===== src/rtl/sram_arb_pkg.sv =====
// Shared types and default widths for the SRAM arbiter slice.
package sram_arb_pkg;

    localparam int unsigned ADDR_W_DEF       = 18;
    localparam int unsigned DATA_W_DEF       = 16;
    localparam int unsigned STARVE_LIMIT_DEF = 15;

    // Bus owner / access phase; each access state lasts exactly one cycle.
    typedef enum logic [2:0] {
        IDLE   = 3'd0,
        VID_RD = 3'd1,
        GPU_RD = 3'd2,
        GPU_WR = 3'd3,
        TURN   = 3'd4
    } arb_state_e;

    function automatic logic is_read_state(input arb_state_e s);
        return (s == VID_RD) || (s == GPU_RD);
    endfunction

endpackage


===== src/rtl/sram_arb_starve_ctr.sv =====
// Saturating count of cycles the GPU has been requesting without a grant.
module sram_arb_starve_ctr #(
    parameter int unsigned LIMIT = 15
) (
    input  logic I_CLK,
    input  logic I_RST_N,
    input  logic gpu_req,
    input  logic gpu_grant,
    output logic starved
);

    localparam int unsigned CW = (LIMIT < 1) ? 1 : $clog2(LIMIT + 1);

    logic [CW-1:0] cnt_q;

    // Clear on grant or idle requester, otherwise count up to LIMIT and hold.
    always_ff @(posedge I_CLK or negedge I_RST_N) begin
        if (!I_RST_N) begin
            cnt_q <= '0;
        end else if (!gpu_req || gpu_grant) begin
            cnt_q <= '0;
        end else if (cnt_q != CW'(LIMIT)) begin
            cnt_q <= cnt_q + 1'b1;
        end
    end

    assign starved = (cnt_q == CW'(LIMIT));

endmodule


===== src/rtl/sram_arbiter.sv =====
// Single-port async SRAM arbiter between a video scan-out reader and a GPU
// read/write port. One-cycle accesses, registered SRAM controls, and a bus
// turnaround cycle whenever a read follows a write.
module sram_arbiter
    import sram_arb_pkg::*;
#(
    parameter int unsigned STARVE_LIMIT = STARVE_LIMIT_DEF,
    parameter int unsigned ADDR_W       = ADDR_W_DEF,
    parameter int unsigned DATA_W       = DATA_W_DEF
) (
    input  logic              I_CLK,
    input  logic              I_RST_N,
    input  logic              I_VIDEO_ON,
    // video read port
    input  logic              I_VID_REQ,
    input  logic [ADDR_W-1:0] I_VID_ADDR,
    output logic              O_VID_ACK,
    output logic [DATA_W-1:0] O_VID_RDATA,
    output logic              O_VID_RVALID,
    // GPU read/write port
    input  logic              I_GPU_REQ,
    input  logic              I_GPU_WRITE,
    input  logic [ADDR_W-1:0] I_GPU_ADDR,
    input  logic [DATA_W-1:0] I_GPU_WDATA,
    output logic              O_GPU_ACK,
    output logic [DATA_W-1:0] O_GPU_RDATA,
    output logic              O_GPU_RVALID,
    // SRAM port
    output logic [ADDR_W-1:0] O_SRAM_ADDR,
    output logic [DATA_W-1:0] O_SRAM_WDATA,
    input  logic [DATA_W-1:0] I_SRAM_RDATA,
    output logic              O_SRAM_WE_N,
    output logic              O_SRAM_OE_N,
    output logic              O_SRAM_DQ_OE
);

    arb_state_e state_q;
    arb_state_e state_d;
    logic       starved;
    logic       gpu_pick;
    logic       vid_pick;
    logic       gpu_grant;

    sram_arb_starve_ctr #(
        .LIMIT (STARVE_LIMIT)
    ) u_starve_ctr (
        .I_CLK     (I_CLK),
        .I_RST_N   (I_RST_N),
        .gpu_req   (I_GPU_REQ),
        .gpu_grant (gpu_grant),
        .starved   (starved)
    );

    // Grant decision every cycle. A read chosen straight after a write parks
    // in TURN without being granted; TURN then re-arbitrates, so the starvation
    // counter only clears on a real GPU access.
    always_comb begin
        state_d   = IDLE;
        gpu_grant = 1'b0;
        gpu_pick  = I_GPU_REQ && (starved || !I_VID_REQ || !I_VIDEO_ON);
        vid_pick  = I_VID_REQ && !gpu_pick;
        if (gpu_pick) begin
            if (I_GPU_WRITE) begin
                state_d   = GPU_WR;
                gpu_grant = 1'b1;
            end else if (state_q == GPU_WR) begin
                state_d = TURN;
            end else begin
                state_d   = GPU_RD;
                gpu_grant = 1'b1;
            end
        end else if (vid_pick) begin
            state_d = (state_q == GPU_WR) ? TURN : VID_RD;
        end
    end

    // State register.
    always_ff @(posedge I_CLK or negedge I_RST_N) begin
        if (!I_RST_N) begin
            state_q <= IDLE;
        end else begin
            state_q <= state_d;
        end
    end

    // SRAM address/data/strobes and ACKs registered on entry to the next state.
    always_ff @(posedge I_CLK or negedge I_RST_N) begin
        if (!I_RST_N) begin
            O_SRAM_ADDR  <= '0;
            O_SRAM_WDATA <= '0;
            O_SRAM_WE_N  <= 1'b1;
            O_SRAM_OE_N  <= 1'b1;
            O_SRAM_DQ_OE <= 1'b0;
            O_VID_ACK    <= 1'b0;
            O_GPU_ACK    <= 1'b0;
        end else begin
            O_SRAM_WE_N  <= (state_d != GPU_WR);
            O_SRAM_OE_N  <= !is_read_state(state_d);
            O_SRAM_DQ_OE <= (state_d == GPU_WR);
            O_VID_ACK    <= (state_d == VID_RD);
            O_GPU_ACK    <= (state_d == GPU_RD) || (state_d == GPU_WR);
            case (state_d)
                VID_RD: O_SRAM_ADDR <= I_VID_ADDR;
                GPU_RD: O_SRAM_ADDR <= I_GPU_ADDR;
                GPU_WR: begin
                    O_SRAM_ADDR  <= I_GPU_ADDR;
                    O_SRAM_WDATA <= I_GPU_WDATA;
                end
                default: ;
            endcase
        end
    end

    // Capture read data at the end of a read cycle; RDATA holds between RVALIDs.
    always_ff @(posedge I_CLK or negedge I_RST_N) begin
        if (!I_RST_N) begin
            O_VID_RDATA  <= '0;
            O_VID_RVALID <= 1'b0;
            O_GPU_RDATA  <= '0;
            O_GPU_RVALID <= 1'b0;
        end else begin
            O_VID_RVALID <= (state_q == VID_RD);
            O_GPU_RVALID <= (state_q == GPU_RD);
            if (state_q == VID_RD) begin
                O_VID_RDATA <= I_SRAM_RDATA;
            end
            if (state_q == GPU_RD) begin
                O_GPU_RDATA <= I_SRAM_RDATA;
            end
        end
    end

endmodule

===== config.mk =====
export PLATFORM = sky130hd
export DESIGN_NAME = sram_arbiter
export DESIGN_NICKNAME = d
export VERILOG_FILES = /design/src/rtl/sram_arb_pkg.sv /design/src/rtl/sram_arb_starve_ctr.sv /design/src/rtl/sram_arbiter.sv
export SDC_FILE = /design/constraint.sdc
export NUM_CORES = 1
export LEC_CHECK = 0
export BUFFER_PORTS_ARGS = -buffer_cell sky130_fd_sc_hd__buf_2
export CELL_PAD_IN_SITES_DETAIL_PLACEMENT = 1
export CELL_PAD_IN_SITES_GLOBAL_PLACEMENT = 1
export CORE_MARGIN = 1
export CORE_UTILIZATION = 36
export DETAILED_ROUTE_END_ITERATION = 12
export MAX_ROUTING_LAYER = met4
export PLACE_DENSITY_LB_ADDON = 0.2
export SYNTH_ARGS = -nofsm -noshare
export SYNTH_HDL_FRONTEND = slang
export SYNTH_SLANG_ARGS = --single-unit
export TNS_END_PERCENT = 50

===== constraint.sdc =====
create_clock -name I_CLK -period 2.4 [get_ports I_CLK]
set_input_delay 0.24 -clock I_CLK [delete_from_list [all_inputs] [get_ports I_CLK]]
set_output_delay 0.24 -clock I_CLK [all_outputs]
set_load 0.05 [all_outputs]

==> implementation parameters <==
Parameter                              Value

Routing
  Via total after detailed routing    2,253
  Antenna Violating Nets Remaining    0
  First drt pass iteration count    4
  First-iteration detailed-routing DRC count    39
  Routed length per instance    15.3 um
  Per-cell via count in the routed design    4.81
  WL final    7180 um
  DRC violations left    0

Setup path
  Worst EP required    2670 ps
  Number of cell instances on the worst register-to-register path    5
  Ordered list of cells on the worst path    ha_1 -> and3_1 -> o221a_4 -> nor2_4 -> a21o_1
  Worst Setup End Kind    flip-flop
  Worst setup path category    flip-flop to flip-flop
  Critical-path maximum fanout    21
  Register-to-register setup slack    410 ps
  Data arrival time of the critical path    2260 ps
  Crit Reg-Reg Endpoint    O_SRAM_ADDR[3]$_DFFE_PN0P_
  Critical path's slowest cell    sky130_fd_sc_hd__dfrtp_1
  Worst stage delay on the critical path    420 ps
  Sort of element at the start of the critical path    flip-flop
  Startpoint of the most critical register-to-register path    u_starve_ctr.cnt_q[0]$_DFFE_PN0P_

Floorplanning
  Die boundary width    96.0 um
  Starting density of the core    37.9%
  Number of placed I/O pins    147
  Number of placement rows    33
  Core outline area    8380 um^2
  Die Y    96.0 um
  DIE AREA    9210 um^2

Min path
  Capture endpoint of the worst hold path    O_SRAM_WDATA[12]$_DFFE_PN0P_
  Tightest Hold Check Type    input port to flip-flop
  HP Start    I_GPU_WDATA[12]
  Worst hold path depth    2

Power
  Leakage Power    2.19 nW
  Worst vdd rail ir drop    377 uV
  Power density normalized to cell area    1050 nW/um^2

STA
  Final hold violation count    0
  Final Max Slew Viols    0
  Minimum hold slack    110 ps
  # setup viols final    0
  Final worst path period need    1990 ps
  Final worst-path cycle share    82.8%
  Worst Clk Skew    8.34 ps
  RSZ-0062 raised after global routing    false
  Slew @ Worst Pin    415 ps
  Worst slew margin relative to its limit    72.3%
  Fmax    503 MHz
  Setup tns final    0 ps

Synth
  Average instance area after synthesis    15.6 um^2
  Top area cells in the synthesized netlist    sky130_fd_sc_hd__dfrtp_1 61%, sky130_fd_sc_hd__mux2_2 15%, sky130_fd_sc_hd__a22o_1 5.0%
  Xor-xnor portion of the synthesized cell area    0.276%
  Netlist Area Pre-Place    3180 um^2
  Cells after Synth    204
  Post-synthesis compound-gate area fraction    11.6%
  Warnings from Yosys    0
  Synthesis-stage register bit count    80
  Fraction of the mapped netlist area in simple logic gates    4.84%
  Share of synthesized area spent on multiplexers    17.3%
  Adder-Cell Fraction of Synth Area    0.394%
  Largest area contributor in the netlist    sky130_fd_sc_hd__dfrtp_1
  Sequential area share after synthesis    63.1%
  Yosys top cell area share    61.4%
  Synthesized net count    279
  Number of distinct library cells after synthesis    33
  Dominant combinational cell family by area after synthesis    multiplexers

Clock network
  Clock transition at the register clock pins on the worst setup and hold paths after CTS    80 ps
  Maximum count of clock buffers along a single path    2
  CTS buffer count    9
  Library cell used as clock root buffer    sky130_fd_sc_hd__clkbuf_8
  Insertion delay of the later-clocked pin in the worst-skew pair    330 ps
  Number of clock sinks    80
  Clock tree from TritonCTS    yes
  Number of H-tree levels    3
  Resized Gates After CTS    0

Finish
  Ratio of cells with drive above 1 in the final layout    60.1%
  Final std cell area, no fill    4270 um^2
  Antenna diode count    0
  Number of fillers in the final layout    915
  Layout-stage area growth over the synthesis result    34.4%
  # nets final    434

Place
  Routability cong.    0.684
  Total cell area at the placement stage    4030 um^2
  Detailed-placement wirelength estimate    5270 um
  Buffers added on ports    146

Global routing
  Gr usage total    16.3%
  Pin count of the biggest net entering global routing    79
  First-pass GRT wire length    11,200 um
  Antenna violations before repair    0
  Grt total ovfl    0
  Via count of the first global-routing pass    2,271

Job
  Number of maximum-capacitance constraint violations    0

Run status
  Run status    finished clean
==> synth_stat cells, drive strengths merged <==
library cell and number:
dfrtp 78, mux2 48, a21o 18, a22o 18, buf 9, nor2 6, nor3b 3, dfstp 2
inv 2, nand2 2, nand2b 2, nor3 2, o221a 2, a31oi 1, and3 1, ha 1
mux2i 1, nand3 1, nand3b 1, nand4 1, o2111a 1, o211ai 1, o21ai 1, or2 1
xor2 1
==> cell usage in the layout (no fill, tap or decap), types with 2 or more instances in the layout <==
master | synthesis | routed
sky130_fd_sc_hd__mux2_2 | 41 | 41
sky130_fd_sc_hd__nor3_2 | 2 | 2
sky130_fd_sc_hd__dfrtp_1 | 78 | 78
sky130_fd_sc_hd__clkbuf_8 | 0 | 10
sky130_fd_sc_hd__buf_4 | 1 | 6
sky130_fd_sc_hd__clkbuf_1 | 0 | 2
sky130_fd_sc_hd__a21o_1 | 18 | 18
sky130_fd_sc_hd__a22o_1 | 18 | 18
sky130_fd_sc_hd__buf_2 | 4 | 145
sky130_fd_sc_hd__nor3b_4 | 2 | 2
sky130_fd_sc_hd__mux2_1 | 7 | 7
sky130_fd_sc_hd__bufinv_16 | 0 | 3
sky130_fd_sc_hd__dfstp_2 | 2 | 2
sky130_fd_sc_hd__nand2_1 | 2 | 2
sky130_fd_sc_hd__nor2_1 | 5 | 5
==> state kept, by name, indices dropped and copies added, names as in the netlist <==
register / count
O_SRAM_ADDR: 18
O_GPU_RDATA: 16
O_SRAM_WDATA: 16
O_VID_RDATA: 16
u_starve_ctr.cnt_q: 4
state_q: 3
O_GPU_ACK: 1
O_GPU_RVALID: 1
O_SRAM_DQ_OE: 1
O_SRAM_OE_N: 1
O_SRAM_WE_N: 1
O_VID_ACK: 1
O_VID_RVALID: 1
==> layout make-up <==
class	count	area [um^2]	area share, %
inverters	2	7.51	0.176
flip-flops and latches	80	2000	46.9
multi-input cells	113	1090	25.6
clock inverters	3	90.1	2.11
clock buffers	12	145	3.40
well taps	105	131	3.07
repair buffers	153	801	18.7
==> power breakdown <==
group | switching [mW] | leakage (nW) | internal [mW]
Sequential | 0.120 | 0.957 | 1.59
Clock | 0.458 | 0.117 | 0.716
Combinational | 1.15 | 1.12 | 0.431
==> metrics by stage <==
step,power [mW],cells,util (%),setup slack [ps]
after floorplan,2.91,204,-,564
after global placement,3.31,452,48.1,490
after detailed placement,3.34,452,48.1,410
after CTS,4.53,468,51.0,388
after global routing,4.68,468,51.0,257
final,4.47,468,51.0,414
==> routing by layer <==
layer  share of wire (%)  global-route usage, %  up-vias
met2                  51                   27.0       82
met5                   0                      -        -
met3                 5.9                   3.40        5
met1                  43                   20.6     1117
met4                0.57                   4.10        0
li1                    -                      -     1049
==> worst max path at each step <==
stage / from / to
floorplan: u_starve_ctr.cnt_q[0]$_DFFE_PN0P_ / O_SRAM_WDATA[8]$_DFFE_PN0P_
global placement: u_starve_ctr.cnt_q[0]$_DFFE_PN0P_ / O_SRAM_ADDR[17]$_DFFE_PN0P_
detailed placement: u_starve_ctr.cnt_q[0]$_DFFE_PN0P_ / O_SRAM_ADDR[3]$_DFFE_PN0P_
CTS: u_starve_ctr.cnt_q[0]$_DFFE_PN0P_ / O_SRAM_ADDR[14]$_DFFE_PN0P_
global route: u_starve_ctr.cnt_q[0]$_DFFE_PN0P_ / O_SRAM_ADDR[14]$_DFFE_PN0P_
finish: u_starve_ctr.cnt_q[0]$_DFFE_PN0P_ / O_SRAM_ADDR[3]$_DFFE_PN0P_
==> worst max-delay path, delay by kind of cell (launching register included) <==
| kind | cells | cell delay, ps |
|---|---|---|
| AND/OR/NAND/NOR | 2 | 650 |
| AO/OA/AOI/OAI | 2 | 580 |
| flip-flops | 1 | 420 |
| adder cells (fa/ha/maj) | 1 | 270 |
==> what timing repair did <==
item	CTS	global route
setup endpoints to repair	0	0
setup buffers	0	0
hold buffers	1	0
hold endpoints to repair	78	0
==> cells by family (layout without fill, tap and decap cells) <==
| kind of cell | Yosys count | count (layout) |
|---|---|---|
| AO/OA/AOI/OAI | 42 | 42 |
| flip-flops | 80 | 80 |
| buffers and inverters | 11 | 170 |
| adder cells (fa/ha/maj) | 1 | 1 |
| XOR/XNOR | 1 | 1 |
| AND/OR/NAND/NOR | 20 | 20 |
| multiplexers | 49 | 49 |
Note: power is estimated with default switching activity, not from simulation.
